## src/rtl/div_fifo_bridge_if.sv

```systemverilog
// div_fifo_bridge_if: operand write port, downstream
// credit input and result strobe of the divider stage.
interface div_fifo_bridge_if #(
    parameter int W     = 8,
    parameter int DEPTH = 16
);
    localparam int LW = $clog2(DEPTH) + 1;

    logic            wr_req;
    logic [2*W-1:0]  wr_data;
    logic [LW-1:0]   left;
    logic [LW-1:0]   dn_left;
    logic [2*W-1:0]  result;
    logic            done;
    logic            err_zero;

    modport master (
        output wr_req, wr_data, dn_left,
        input  left, result, done, err_zero
    );

    modport slave (
        input  wr_req, wr_data, dn_left,
        output left, result, done, err_zero
    );
endinterface

```

## src/rtl/div_fifo_bridge.sv

```systemverilog
// div_fifo_bridge: FIFO-fed W-bit restoring divider.
// Optional macro DIV_ZERO_DETECT_EN: zero-divisor fast path.
module div_fifo_bridge #(
    parameter int W     = 8,
    parameter int DEPTH = 16
) (
    input  logic             clk,
    input  logic             rst_n,
    div_fifo_bridge_if.slave bus
);
    localparam int LW = $clog2(DEPTH) + 1;
    localparam int AW = $clog2(DEPTH);
    localparam int IW = (W > 1) ? $clog2(W) : 1;

    typedef enum logic [1:0] {IDLE, LOAD, DIV, OUT} state_t;

    state_t          state, state_nx;
    logic [2*W-1:0]  mem [DEPTH];
    logic [AW-1:0]   wptr, rptr;
    logic [LW-1:0]   count;
    logic            push, pop;
    logic [2*W-1:0]  pop_data;
    logic [W-1:0]    dvd, dvs, rem;
    logic [IW-1:0]   iter;
    logic [W:0]      tmp, diff;
    logic            borrow;
    logic [2*W-1:0]  result_q;
    logic            done_q;
    logic            zero_in;

    // Both decisions use the count before the edge.
    assign push = bus.wr_req && (count != LW'(DEPTH));
    assign pop  = (state == IDLE) && (count != '0);

    assign bus.left   = LW'(DEPTH) - count;
    assign bus.result = result_q;
    assign bus.done   = done_q;

    assign zero_in = (pop_data[W-1:0] == '0);

    // One restoring step: shift in next dividend bit, trial subtract.
    assign tmp    = {rem, dvd[W-1]};
    assign diff   = tmp - {1'b0, dvs};
    assign borrow = diff[W];

    // FIFO storage and the popped-pair holding register.
    always_ff @(posedge clk) begin
        if (push)
            mem[wptr] <= bus.wr_data;
        if (pop)
            pop_data <= mem[rptr];
    end

    // FIFO pointers and occupancy.
    always_ff @(posedge clk or negedge rst_n) begin
        if (!rst_n) begin
            wptr  <= '0;
            rptr  <= '0;
            count <= '0;
        end else begin
            if (push)
                wptr <= wptr + 1'b1;
            if (pop)
                rptr <= rptr + 1'b1;
            if (push && !pop)
                count <= count + 1'b1;
            else if (pop && !push)
                count <= count - 1'b1;
        end
    end

    // Control state register.
    always_ff @(posedge clk or negedge rst_n) begin
        if (!rst_n)
            state <= IDLE;
        else
            state <= state_nx;
    end

    // Next-state selection.
    always_comb begin
        state_nx = state;
        unique case (state)
            IDLE: if (pop) state_nx = LOAD;
`ifdef DIV_ZERO_DETECT_EN
            LOAD: state_nx = zero_in ? OUT : DIV;
`else
            LOAD: state_nx = DIV;
`endif
            DIV:  if (iter == IW'(W - 1)) state_nx = OUT;
            OUT:  if (bus.dn_left != '0) state_nx = IDLE;
            default: state_nx = IDLE;
        endcase
    end

    // Division datapath and registered result strobe.
    always_ff @(posedge clk or negedge rst_n) begin
        if (!rst_n) begin
            dvd      <= '0;
            dvs      <= '0;
            rem      <= '0;
            iter     <= '0;
            result_q <= '0;
            done_q   <= 1'b0;
        end else begin
            done_q <= 1'b0;
            unique case (state)
                LOAD: begin
                    dvd  <= pop_data[2*W-1:W];
                    dvs  <= pop_data[W-1:0];
                    rem  <= '0;
                    iter <= '0;
`ifdef DIV_ZERO_DETECT_EN
                    if (zero_in) begin
                        dvd <= '1;
                        rem <= pop_data[2*W-1:W];
                    end
`endif
                end
                DIV: begin
                    rem  <= borrow ? tmp[W-1:0] : diff[W-1:0];
                    dvd  <= {dvd[W-2:0], ~borrow};
                    iter <= iter + 1'b1;
                end
                OUT: begin
                    if (bus.dn_left != '0) begin
                        result_q <= {dvd, rem};
                        done_q   <= 1'b1;
                    end
                end
                default: ;
            endcase
        end
    end

`ifdef DIV_ZERO_DETECT_EN
    logic zflag, err_q;

    assign bus.err_zero = err_q;

    // Remember a zero divisor and flag it alongside done.
    always_ff @(posedge clk or negedge rst_n) begin
        if (!rst_n) begin
            zflag <= 1'b0;
            err_q <= 1'b0;
        end else begin
            err_q <= 1'b0;
            if (state == LOAD)
                zflag <= zero_in;
            if (state == OUT && bus.dn_left != '0)
                err_q <= zflag;
        end
    end
`else
    assign bus.err_zero = 1'b0;
`endif
endmodule
```

## src/flat_wrapper.sv

```systemverilog
// flat-port wrapper written by rule: the top's interface ports become plain ports
module div_fifo_bridge_flat 
#(
    parameter int W     = 8,
    parameter int DEPTH = 16
)
  (clk, rst_n, bus_wr_req, bus_wr_data, bus_dn_left, bus_left, bus_result, bus_done, bus_err_zero);
  div_fifo_bridge_if #(.W(W), .DEPTH(DEPTH)) bus_i ();
  input  logic clk;
  input  logic rst_n;
  input wire logic [$bits(bus_i.wr_req)-1:0] bus_wr_req;
  input wire logic [$bits(bus_i.wr_data)-1:0] bus_wr_data;
  input wire logic [$bits(bus_i.dn_left)-1:0] bus_dn_left;
  output wire logic [$bits(bus_i.left)-1:0] bus_left;
  output wire logic [$bits(bus_i.result)-1:0] bus_result;
  output wire logic [$bits(bus_i.done)-1:0] bus_done;
  output wire logic [$bits(bus_i.err_zero)-1:0] bus_err_zero;
  assign bus_i.wr_req = bus_wr_req;
  assign bus_i.wr_data = bus_wr_data;
  assign bus_i.dn_left = bus_dn_left;
  assign bus_left = bus_i.left;
  assign bus_result = bus_i.result;
  assign bus_done = bus_i.done;
  assign bus_err_zero = bus_i.err_zero;
  div_fifo_bridge #(.W(W), .DEPTH(DEPTH)) u_core (.clk(clk), .rst_n(rst_n), .bus(bus_i));
endmodule
```

## config.mk

```make
export PLATFORM = sky130hd
export DESIGN_NAME = div_fifo_bridge_flat
export DESIGN_NICKNAME = d
export VERILOG_FILES = /design/src/rtl/div_fifo_bridge_if.sv /design/src/rtl/div_fifo_bridge.sv /design/src/flat_wrapper.sv
export SDC_FILE = /design/constraint.sdc
export NUM_CORES = 1
export LEC_CHECK = 0
export CAP_MARGIN = 5
export CORE_UTILIZATION = 40
export CTS_CLUSTER_SIZE = 24
export DETAILED_ROUTE_END_ITERATION = 10
export GPL_TIMING_DRIVEN = 0
export SLEW_MARGIN = 20
export SYNTH_ARGS = -nofsm -noshare
export SYNTH_HDL_FRONTEND = slang
export SYNTH_SLANG_ARGS = --single-unit
```

## constraint.sdc

```tcl
create_clock -name clk -period 3.86 [get_ports clk]
set_input_delay 0.579 -clock clk [delete_from_list [all_inputs] [get_ports clk]]
set_output_delay 0.579 -clock clk [all_outputs]
set_load 0.01 [all_outputs]
```

==> results.cfg <==
[timing]
finalMaxSlewViolations = 0
max_freq_ghz = 0.2923
rsz0062_at_grt = no
skew_ps = 22.32
relSlewSlack_pct = 23.76
worst_pin_slew_ps = 1144
min_period_ps = 3421
fin_crit_sh_pct = 88.63
hold_viol = 0
setup_viol = 0

[grt]
grt_pass1_vias = 6882
grt.total_usage_pct = 17.37
grt_max_degree = 37
antenna_found_initial = 0
grt_overflow_total = 0
grt_pass1_wl_mm = 42.96

[synthesis]
async_flop_share_pct = 17.82
synth_warnings = 0
synth_area_sq_mm = 0.01344
synth_top_cell_by_area = edfxtp_1
synth_enable_flop_cells = 272
synth_area_leaders = edfxtp_1 61%, dfrtp_1 11%, mux4_2 11%, ha_1 2.4%, mux2i_1 2.2%
ys_ff_latch = 331
syn_inst = 754
yosysSeqAreaShare_pct = 71.76
syn-num-nets = 806
post-synth-top-area-fraction_pct = 60.78
yosysUniqueCellTypes = 49
synth_area_per_cell_sq_um = 17.82
ys.flop_type = edfxtp_1

[placement]
io_buffers = 45
routabilityCongestion = 0.7784
detailed_place_hpwl_mm = 17.30
dp.cells = 1242

[critical_path]
end_kind = flop
worstPathRequired_ps = 4260
critPathKind = reg -> reg
startpoint_type = flop
worstPathArrival_ps = 3820
critPathMaxFanout = 21

[route]
vias = 6812
vias_per_cell = 5.196
dr_wl_met2_mm = 13.29
dr.pass1.iters = 4
drtIter0Drc = 529
drt.antenna.violating_nets = 0
wl_mm = 28.30
top_layer = met4
dr_wl_met3_mm = 1.359
wl_per_cell_um = 21.59
wirelength_met1_mm = 12.94
drc_errors = 0

[floorplan]
die_area_sq_mm = 0.03433
die_width_um = 185.3
start_util_pct = 40.99
core_sq_mm = 0.03278
num_rows = 66
ioPinCount = 47
die_h_um = 185.3

[final_layout]
drive_above_1_share_pct = 18.53
fillers = 2784
fin_cells = 1311
mostFrequentLayoutCells = 272 x edfxtp_1, 64 x mux4_2, 59 x dfrtp_1
fin_util_pct = 48.00
syn_to_final_growth_pct = 17.10
n_antenna_cell = 0
layout_commonest_cell = edfxtp_1
final_net_count = 892

[cts]
cts.sinks = 331
htreeDepth = 2
cts_buffers = 37
cts_max_path_buffers = 3
cts_hold_buf = 1
clkTransAtPathRegs_ps = 60
root_buffer = clkbuf_16
clk_latency_ps = 530
cts_tree = built
post_cts_resized = 0
cts_post_setup_buffers_inserted = 0

[power]
leakage_nw = 5.525
powerDensity_mw_per_mm2 = 824.4
max-vdd-ir-drop_mv = 0.5255

[run]
maxCapViolCount = 0

[outcome]
status = complete, no violations

[min_path]
hp-class = reg -> reg
## synth_stat cells (2+ instances only)
cell / number
edfxtp_1: 272
mux4_2: 64
dfrtp_1: 59
nand2_1: 48
a21oi_1: 29
mux2i_1: 29
inv_1: 27
ha_1: 26
o21ai_0: 24
nor2b_1: 21
a211oi_1: 17
and2_1: 17
clkbuf_1: 17
buf_2: 13
nor2_1: 13
xnor2_1: 13
nand2b_1: 7
buf_4: 5
o22ai_1: 5
xor2_1: 5
mux2_2: 4
nand3_1: 3
nand4_1: 3
nor3b_1: 3
a21o_1: 2
buf_1: 2
fa_1: 2
mux2_4: 2
o21ai_2: 2
## registers in the layout, summed over array words and instances (netlist names), 4 cells and up
signal and flops:
u_core.bus.result 16, u_core.count 5, u_core.dvd 8, u_core.dvs 8
u_core.mem 256, u_core.pop_data 16, u_core.rem 8, u_core.rptr 4
u_core.wptr 4
## final timing paths
check	from	to	slack, ps	depth (start not counted)
setup / recovery	u_core.count[0]$_DFFE_PN0P_	u_core.count[4]$_DFFE_PN0P_	440	15
hold / removal	u_core.pop_data[1]$_DFFE_PP_	u_core.dvs[1]$_DFFE_PN0N_	460	2
setup reg to reg	u_core.count[0]$_DFFE_PN0P_	u_core.count[4]$_DFFE_PN0P_	440	15
hold reg to reg	u_core.pop_data[1]$_DFFE_PP_	u_core.dvs[1]$_DFFE_PN0N_	460	2
max in group asynchronous	rst_n	u_core.bus.done$_DFF_PN0_	2840	3
min in group asynchronous	rst_n	u_core.count[2]$_DFFE_PN0P_	520	2
## per-stage QoR
step | total power [mW] | setup WS [ps] | hold WS (ps) | TNS [ps] | area, sq um
floorplan | 8.048 | 590.0 | 283.4 | 0 | 13440
detailed placement | 9.543 | 350.0 | 448.4 | 0 | 14460
global placement | 9.475 | -65.08 | 433.4 | -65.08 | 14440
global route | 13.73 | 230.6 | 493.0 | 0 | 15740
CTS | 13.12 | 335.6 | 457.0 | 0 | 15730
finish | 12.97 | 438.8 | 458.4 | 0 | 15740
## cell type report
type | count | area, sq um | share of cell area (%)
multi-input cells | 357 | 3512 | 22.32
plain buffers | 38 | 186.4 | 1.185
well taps | 442 | 553.0 | 3.514
clock buffers | 47 | 1025 | 6.511
inverters | 28 | 105.1 | 0.6678
repair buffers | 47 | 478.0 | 3.037
flip-flops and latches | 331 | 9644 | 61.28
clock inverters | 21 | 234.0 | 1.487
## power breakdown
part           switching [mW]  internal (mW)  total [mW]
Sequential              0.292           4.62        4.91
Combinational            2.51           1.98        4.49
Clock                    1.41           2.16        3.57
## per-layer routing
layer,global-route usage [%],vias to the layer above
li1,-,3101
met1,24.78,3455
met2,27.49,199
met3,2.733,57
met4,5.058,0
met5,0,-
## cell families after synthesis
group	after synthesis	synth area share [%]
AO/OA/AOI/OAI	90	4.143
XOR/XNOR	18	1.173
multiplexers	99	13.44
flip-flops	331	71.76
buffers and inverters	66	2.160
adder cells (fa/ha/maj)	28	2.719
AND/OR/NAND/NOR	121	4.571
other	1	0.02790
## critical path, stage by stage, from the launching register on
cell and delay, ps:
dfrtp_1 470, inv_1 90, ha_1 180, nor3b_1 300, ha_1 280, nor2b_1 70, clkbuf_2 360, inv_1 140
ha_1 190, inv_1 110, fa_1 440, a21o_1 170, a21oi_1 170, xnor2_1 130, nor2_1 70, xnor2_1 130
Note: power is estimated with default switching activity, not from simulation.
